## src/rtl/header_extraction_pkg.sv

```systemverilog
// Shared definitions for the receive-side header extraction stage.
// Default geometry: 512-bit beats carrying a 112-bit (14-byte) header.
// State encodings are one-hot so each state is a single flop bit.
package header_extraction_pkg;

  localparam int DEF_BITS_PER_BEAT = 512;
  localparam int DEF_HEADER_SIZE   = 112;

  // Derived constants for the default geometry.
  localparam int BB           = DEF_BITS_PER_BEAT / 8;
  localparam int HB           = DEF_HEADER_SIZE / 8;
  localparam int PAYLOAD_BITS = DEF_BITS_PER_BEAT - DEF_HEADER_SIZE;

  typedef enum logic [7:0] {
    ST_HEADER  = 8'h01,
    ST_PAYLOAD = 8'h02,
    ST_FLUSH   = 8'h04
  } state_e;

endpackage

```

## src/rtl/header_extraction_axis_output_register.sv

```systemverilog
// Single-entry AXI-Stream register slice (data/keep/last with valid/ready).
// Latency: one cycle from an accepted input to out_vld_o.
// Backpressure: in_rdy_o = empty or draining this cycle; contents hold while stalled.
module axis_output_register #(
  parameter int DATA_W = 512,
  parameter int KEEP_W = DATA_W / 8
) (
  input  logic              clk_i,
  input  logic              rst_i,
  input  logic              in_vld_i,
  output logic              in_rdy_o,
  input  logic [DATA_W-1:0] in_dat_i,
  input  logic [KEEP_W-1:0] in_keep_i,
  input  logic              in_last_i,
  output logic              out_vld_o,
  input  logic              out_rdy_i,
  output logic [DATA_W-1:0] out_dat_o,
  output logic [KEEP_W-1:0] out_keep_o,
  output logic              out_last_o
);

  logic              vld_q, vld_d;
  logic [DATA_W-1:0] dat_q, dat_d;
  logic [KEEP_W-1:0] keep_q, keep_d;
  logic              last_q, last_d;

  // The slot can take a new beat when empty or when the current one leaves now.
  assign in_rdy_o = !vld_q || out_rdy_i;

  // Next-state: load on a handshake, otherwise hold (and drop valid once drained).
  always_comb begin
    vld_d  = vld_q;
    dat_d  = dat_q;
    keep_d = keep_q;
    last_d = last_q;
    if (in_rdy_o) begin
      vld_d = in_vld_i;
      if (in_vld_i) begin
        dat_d  = in_dat_i;
        keep_d = in_keep_i;
        last_d = in_last_i;
      end
    end
  end

  // Register slot, cleared on reset.
  always_ff @(posedge clk_i or posedge rst_i) begin
    if (rst_i) begin
      vld_q  <= 1'b0;
      dat_q  <= '0;
      keep_q <= '0;
      last_q <= 1'b0;
    end else begin
      vld_q  <= vld_d;
      dat_q  <= dat_d;
      keep_q <= keep_d;
      last_q <= last_d;
    end
  end

  assign out_vld_o  = vld_q;
  assign out_dat_o  = dat_q;
  assign out_keep_o = keep_q;
  assign out_last_o = last_q;

endmodule

```

## src/rtl/header_extraction.sv

```systemverilog
// Strips a fixed header from each AXI-Stream packet, shifts payload to lane 0, header on sideband.
// Latency: one cycle (single output register); a spill-over FLUSH beat costs one upstream bubble.
// Backpressure: tready_out = !FLUSH & output register free. Optional: HEADER_EXTRACTION_RUNT_CHECK_EN.
module header_extraction
  import header_extraction_pkg::*;
#(
  parameter int BITS_PER_BEAT = DEF_BITS_PER_BEAT,
  parameter int HEADER_SIZE   = DEF_HEADER_SIZE
) (
  input  logic                       clock,
  input  logic                       reset,
  input  logic                       tvalid_in,
  output logic                       tready_out,
  input  logic [BITS_PER_BEAT-1:0]   tdata_in,
  input  logic                       tlast_in,
  input  logic [BITS_PER_BEAT/8-1:0] tkeep_in,
  output logic                       tvalid_out,
  input  logic                       tready_in,
  output logic [BITS_PER_BEAT-1:0]   tdata_out,
  output logic                       tlast_out,
  output logic [BITS_PER_BEAT/8-1:0] tkeep_out,
  output logic [HEADER_SIZE-1:0]     header_data,
`ifdef HEADER_EXTRACTION_RUNT_CHECK_EN
  output logic                       runt_error,
`endif
  output logic                       header_valid
);

  // Geometry for this instance (package constants describe the default build).
  localparam int NB  = BITS_PER_BEAT / 8;
  localparam int NH  = HEADER_SIZE / 8;
  localparam int PLD = BITS_PER_BEAT - HEADER_SIZE;

  state_e                   state_q, state_d;
  logic [PLD-1:0]           leftover_q, leftover_d;
  logic [NB-NH-1:0]         lo_keep_q, lo_keep_d;
  logic [HEADER_SIZE-1:0]   header_q, header_d;
  logic                     hdr_vld_q, hdr_vld_d;

  logic                     out_vld;
  logic                     out_rdy;
  logic [BITS_PER_BEAT-1:0] out_dat;
  logic [NB-1:0]            out_keep;
  logic                     out_last;

  logic                     accept;
  logic                     tail_any;
  logic                     is_runt;

`ifdef HEADER_EXTRACTION_RUNT_CHECK_EN
  logic                     runt_q, runt_d;
  // A single-beat packet that does not even cover the header is a runt.
  assign is_runt = tlast_in && !(&tkeep_in[NH-1:0]);
`else
  assign is_runt = 1'b0;
`endif

  // No new beat is taken while a flush beat is pending or the output is blocked.
  assign tready_out = (state_q != ST_FLUSH) && out_rdy;
  assign accept     = tvalid_in && tready_out;
  // Bytes beyond the header lane range spill into the next output beat.
  assign tail_any   = |tkeep_in[NB-1:NH];

  // Next-state, leftover/header capture and output-beat assembly.
  always_comb begin
    state_d    = state_q;
    leftover_d = leftover_q;
    lo_keep_d  = lo_keep_q;
    header_d   = header_q;
    hdr_vld_d  = 1'b0;
    out_vld    = 1'b0;
    out_dat    = '0;
    out_keep   = '0;
    out_last   = 1'b0;
`ifdef HEADER_EXTRACTION_RUNT_CHECK_EN
    runt_d     = 1'b0;
`endif
    case (state_q)
      ST_HEADER: begin
        if (accept) begin
          if (is_runt) begin
`ifdef HEADER_EXTRACTION_RUNT_CHECK_EN
            runt_d = 1'b1;
`endif
          end else begin
            header_d   = tdata_in[HEADER_SIZE-1:0];
            hdr_vld_d  = 1'b1;
            leftover_d = tdata_in[BITS_PER_BEAT-1 -: PLD];
            lo_keep_d  = tkeep_in[NB-1:NH];
            if (!tlast_in) begin
              state_d = ST_PAYLOAD;
            end else if (tail_any) begin
              state_d = ST_FLUSH;
            end
            // Header-only packet: nothing to emit, stay in HEADER.
          end
        end
      end
      ST_PAYLOAD: begin
        if (accept) begin
          out_vld    = 1'b1;
          out_dat    = {tdata_in[HEADER_SIZE-1:0], leftover_q};
          out_keep   = {tkeep_in[NH-1:0], lo_keep_q};
          out_last   = tlast_in && !tail_any;
          leftover_d = tdata_in[BITS_PER_BEAT-1 -: PLD];
          lo_keep_d  = tkeep_in[NB-1:NH];
          if (tlast_in) begin
            state_d = tail_any ? ST_FLUSH : ST_HEADER;
          end
        end
      end
      ST_FLUSH: begin
        if (out_rdy) begin
          out_vld  = 1'b1;
          out_dat  = {{HEADER_SIZE{1'b0}}, leftover_q};
          out_keep = {{NH{1'b0}}, lo_keep_q};
          out_last = 1'b1;
          state_d  = ST_HEADER;
        end
      end
      default: state_d = ST_HEADER;
    endcase
  end

  // State, leftover and sideband registers; reset discards any partial packet.
  always_ff @(posedge clock or posedge reset) begin
    if (reset) begin
      state_q    <= ST_HEADER;
      leftover_q <= '0;
      lo_keep_q  <= '0;
      header_q   <= '0;
      hdr_vld_q  <= 1'b0;
    end else begin
      state_q    <= state_d;
      leftover_q <= leftover_d;
      lo_keep_q  <= lo_keep_d;
      header_q   <= header_d;
      hdr_vld_q  <= hdr_vld_d;
    end
  end

`ifdef HEADER_EXTRACTION_RUNT_CHECK_EN
  // One-cycle runt indication.
  always_ff @(posedge clock or posedge reset) begin
    if (reset) begin
      runt_q <= 1'b0;
    end else begin
      runt_q <= runt_d;
    end
  end
  assign runt_error = runt_q;
`endif

  assign header_data  = header_q;
  assign header_valid = hdr_vld_q;

  axis_output_register #(
    .DATA_W (BITS_PER_BEAT),
    .KEEP_W (NB)
  ) u_out_reg (
    .clk_i      (clock),
    .rst_i      (reset),
    .in_vld_i   (out_vld),
    .in_rdy_o   (out_rdy),
    .in_dat_i   (out_dat),
    .in_keep_i  (out_keep),
    .in_last_i  (out_last),
    .out_vld_o  (tvalid_out),
    .out_rdy_i  (tready_in),
    .out_dat_o  (tdata_out),
    .out_keep_o (tkeep_out),
    .out_last_o (tlast_out)
  );

endmodule

```

## config.mk

```make
export PLATFORM = sky130hd
export DESIGN_NAME = header_extraction
export DESIGN_NICKNAME = d
export VERILOG_FILES = /design/src/rtl/header_extraction_pkg.sv /design/src/rtl/header_extraction_axis_output_register.sv /design/src/rtl/header_extraction.sv
export SDC_FILE = /design/constraint.sdc
export NUM_CORES = 2
export LEC_CHECK = 0
export ABC_AREA = 1
export BUFFER_PORTS_ARGS = -buffer_cell sky130_fd_sc_hd__buf_4
export CORE_AREA = 2 2 501 503
export CTS_BUF_LIST = sky130_fd_sc_hd__clkbuf_16
export DETAILED_ROUTE_END_ITERATION = 16
export DIE_AREA = 0 0 503 505
export GPL_TIMING_DRIVEN = 0
export PLACE_DENSITY = 0.36
export SKIP_LAST_GASP = 1
export SYNTH_ARGS = -nofsm -noshare
export SYNTH_HDL_FRONTEND = slang
export SYNTH_SLANG_ARGS = --single-unit
```

## constraint.sdc

```tcl
create_clock -name clock -period 49.1 [get_ports clock]
set_input_delay 2.455 -clock clock [delete_from_list [all_inputs] [get_ports clock]]
set_output_delay 2.455 -clock clock [all_outputs]
set_load 0.02 [all_outputs]
```

== Word level (Yosys, flattened, before mapping) ==
Index checks and enable logic that the tools add are counted.
Cells by class
  equal/unequal tests: 9
  reductions and logical operators: 12
  mux-type cells: 18
Operators with widths (number)
  512-bit one-hot mux with 2 select lines: 1
  512-bit two-way mux: 1
  64-bit one-hot mux with 2 select lines: 1
  64-bit two-way mux: 1
  50-bit OR reduction: 1
  8-bit two-way mux: 6
  8-bit one-hot mux with 3 select lines: 1
  8-bit by 1-bit equality test with 1-bit output, second input constant: 1
  8-bit by 2-bit equality test with 1-bit output, second input constant: 1
  8-bit by 3-bit equality test with 1-bit output, second input constant: 1
  2-bit != test, second input constant: 4
  8-bit by 3-bit != test with 1-bit output, second input constant: 1
  2-bit AND reduction: 3
  5-bit AND reduction: 1
  1-bit two-way mux: 4
  1-bit one-hot mux with 2 select lines: 2
  1-bit logical AND: 3
  3-bit two-way mux: 1
  3-bit != test, second input constant: 1
  1-bit logical NOT: 2
  2-bit OR reduction: 1
  1-bit logical OR: 1
Storage, ports and cells
  output and inout bits: 692
  bits in registers: 1149
  input bits: 581
  word-level logic and storage cells: 48

== Depth between registers and ports, before layout ==
  depth in word-level cells: 7
  mapped depth: 11
  mapped depth without buffers: 10

== By module ==
From an unflattened synthesis, not the netlist that was laid out.
Unflattened totals
  cells, all modules: 5627
  area, all modules: 47563.1 um^2
By module, submodules not included
  header_extraction: instances 1, area each 24757.5 um^2, cells each 3121, sequential area each 14164.8 um^2
  axis_output_register: instances 1, area each 22805.6 um^2, cells each 2506, sequential area each 14463.9 um^2

== Worst setup path before layout ==
No wires, ideal clock.
  kind: input port to output port
  start: input tready_in
  end: output tready_out
  path buffers: 0
  cell stages on the path: 2
  setup slack: 43.814 ns
  required time: 46.645 ns
  data arrival time: 2.831 ns
  cell sequence: nor2_2 nor2_1
Between the ends
  cells in the longest elaborated chain, start to end: 2
RTL lines
  start: declaration: line header_extraction.sv:18  | input logic tready_in,
  1-bit logical OR: line header_extraction_axis_output_register.sv:28  | assign in_rdy_o = !vld_q || out_rdy_i;
  1-bit logical AND: line header_extraction.sv:59  | assign tready_out = (state_q != ST_FLUSH) && out_rdy;
  end: declaration: line header_extraction.sv:13  | output logic tready_out,
Every way passes these cells.

== Worst setup path in the final report ==
Ends and elaborated chain as after synthesis.

==> run metrics <==
status completed; critical path's top delay family simple AND/OR/NAND/NOR gates; die area 254000 um2; Syn. warnings 0; CP Data Required Time 46650 ps; Final Hold Slack 469 ps; path depth of the worst reg2reg path 8; crit share post-route 11.3%; GRT Residual Overflow 0; Reg clk slew, reported paths 60 ps; Worst R2R Start state_q[0]$_DFFE_PP1P_; first-pass GRT wire length 299000 um; Multi-input gate area 10600 um2; min Tclk post-route 5540 ps; unrepaired setup endpoints after global routing no; cell area after synthesis 42600 um2; post-route cell area 61300 um2; clock buffer count from CTS 146; sequential element share of the synthesized area 67.1%; Post-route DRC 0; flop-to-flop setup slack 45980 ps; flop and latch count out of synthesis 1144; Area Growth Syn to Fin 43.8%; Worst Skew 46.3 ps; measured slew at the worst slew-check pin 986 ps; port bufs 1272; Peak VDD IR 0.0000272 V; Crit path depth 4; WP data arrival 3090 ps; Hold WC Path Type reg -> reg; H-tree Lvls 4; synth unique cells 20; synthesized instance count 4384; Critical Setup Path Class in -> out; Vias/cell 3.84; GRT Overall Usage 16.7%; Die H 505 um; CTS-repair resized insts 0; final wirelength 217000 um; io pins 1273; max cap viols 0; DP Area 56700 um2; Max FO, Critical Path 4; fmax 180 MHz; type of origin of the critical path input port; Top cell by count, worst path buf_4; Worst Path Buf+Inv 2; total power 4.54 mW; row cnt 183; Avg Inst Size Synth 9.73 um2; Leak Pwr 31.5 nW; DIE WIDTH 503 um; CP cell instances buf_4 -> nor2_2 -> nor2_1 -> buf_4; FF-to-FF End leftover_q[203]$_DFFE_PP0P_; final setup margin 43560 ps; CP max stage cell nor2_2; Hold-fix buffers, CTS 0; cell depth of the worst hold path 2; Endpoint, Worst Hold lo_keep_q[12]$_DFFE_PP0P_; Longest Clk Path Bufs 3; CTS sink count 1144; fraction of layout cells with a size suffix above 1 28.2%; Fillers 27344; Max-slew headroom 34.3%; Reg area 28600 um2; crit-path max cell delay 230 ps; Final Wtd Congestion 0.873; TritonCTS clock tree yes; via count 35680; latest clock arrival within the worst-skew pair 790 ps; Worst setup EP type output port; DRT iter0 DRCs 1913; Slew Limit Fails 0; Initial Utilization 17.2%; Final Hold Viols 0; vias in the first global route 37336; wire per inst 23.3 um; most frequent cells in the layout buf_4 (1309), dfrtp_1 (1143), nand2_1 (907); # setup viols final 0; antenna violations before repair 69; DP Wirelength 173000 um; hold path startpoint lo_keep_q[12]$_DFFE_PP0P_; Post-Syn Nets 4965; Power Density 74.0 nW/um2; Post-CTS Setup Inserts 0; 1st-pass router iterations 5; Total Nets Final 6396; Placement Setup Slack 43560 ps; DRT antenna net count 0; core footprint 248000 um2; largest net degree at the start of global routing 118; root buffer cell clkbuf_16; most common cell after layout, fill and taps aside buf_4
==> per-layer routing <==
layer  routed length [um]  vias up  global-route usage [%]
met5                  197        -                       0
met3                22700      318                    7.49
li1                     -    16666                       -
met4                 7890       30                    6.88
met1                84700    17441                    19.2
met2               101000     1225                    26.7
==> report_power, final <==
part	switching [mW]	total, mW	internal (mW)
registers	0.220	1.61	1.39
logic	1.24	1.88	0.649
clock network	0.457	1.04	0.588
total	1.91	4.54	2.63
==> kinds of logic (layout without fill, tap and decap cells) <==
kind of cell / after synthesis / after routing / synth area share, %
AOI/OAI and AO/OA: 1051 / 1051 / 12.3
DFF: 1144 / 1144 / 67.1
buffers and inverters: 791 / 2327 / 7.98
and+or+nand+nor: 1398 / 1398 / 12.5
other: 0 / 32 / 0
==> through the flow <==
step / TNS [ps] / utilization (%) / std cells
detailed placement: 0 / 22.8 / 8997
global placement: -2553020 / 22.7 / 8986
floorplan: 0 / - / 4384
CTS: 0 / 24.7 / 9250
finish: 0 / 24.7 / 9282
global route: 0 / 24.7 / 9267
==> area by class of cell <==
type | instances | area share [%]
flip-flops and latches | 1144 | 46.7
multi-input cells | 2449 | 17.3
inverters | 538 | 3.30
diodes | 32 | 0.131
repair buffers | 1283 | 16.1
well taps | 3330 | 6.79
clock buffers | 148 | 6.04
clock inverters | 105 | 1.44
plain buffers | 253 | 2.26
==> how the worst max path moves through the flow <==
stage,startpoint,to
2_1_floorplan,reset,header_data[0]$_DFFE_PP0P_
5_1_grt,tready_in,tready_out
3_5_place_dp,tready_in,tready_out
4_1_cts,tready_in,tready_out
3_3_place_gp,reset,u_out_reg.out_dat_o[297]$_DFFE_PP0P_
6_report,tready_in,tready_out
==> synthesized netlist by cell type, drive strengths merged <==
| cell | number | area [um2] |
|---|---|---|
| nor3 | 2 | 32.5 |
| dfstp | 1 | 26.3 |
| dfrtp | 1143 | 28600 |
| buf | 189 | 1140 |
| inv | 538 | 2020 |
| o21ai | 640 | 3200 |
| nand2 | 910 | 3430 |
| nand3 | 41 | 205 |
| o211ai | 1 | 7.51 |
| clkbuf | 64 | 240 |
| a21oi | 410 | 2050 |
| nand4 | 1 | 6.26 |
| nor2 | 444 | 1670 |
==> worst reg2reg max path: stages, from the launching register on <==
cell	delay, ps
dfstp_2	570
nor3_4	70
nor3_4	170
buf_2	340
nand2_2	480
buf_4	460
buf_2	330
nor2_1	460
a21oi_1	90
==> state kept, by name, summed over array words and instances (netlist names) <==
signal and flops:
leftover_q 400, u_out_reg.out_vld_o 1, u_out_reg.out_keep_o 64, state_q 3, u_out_reg.out_last_o 1, header_valid 1, header_data 112, lo_keep_q 50
u_out_reg.out_dat_o 512
Note: power is estimated with default switching activity, not from simulation.
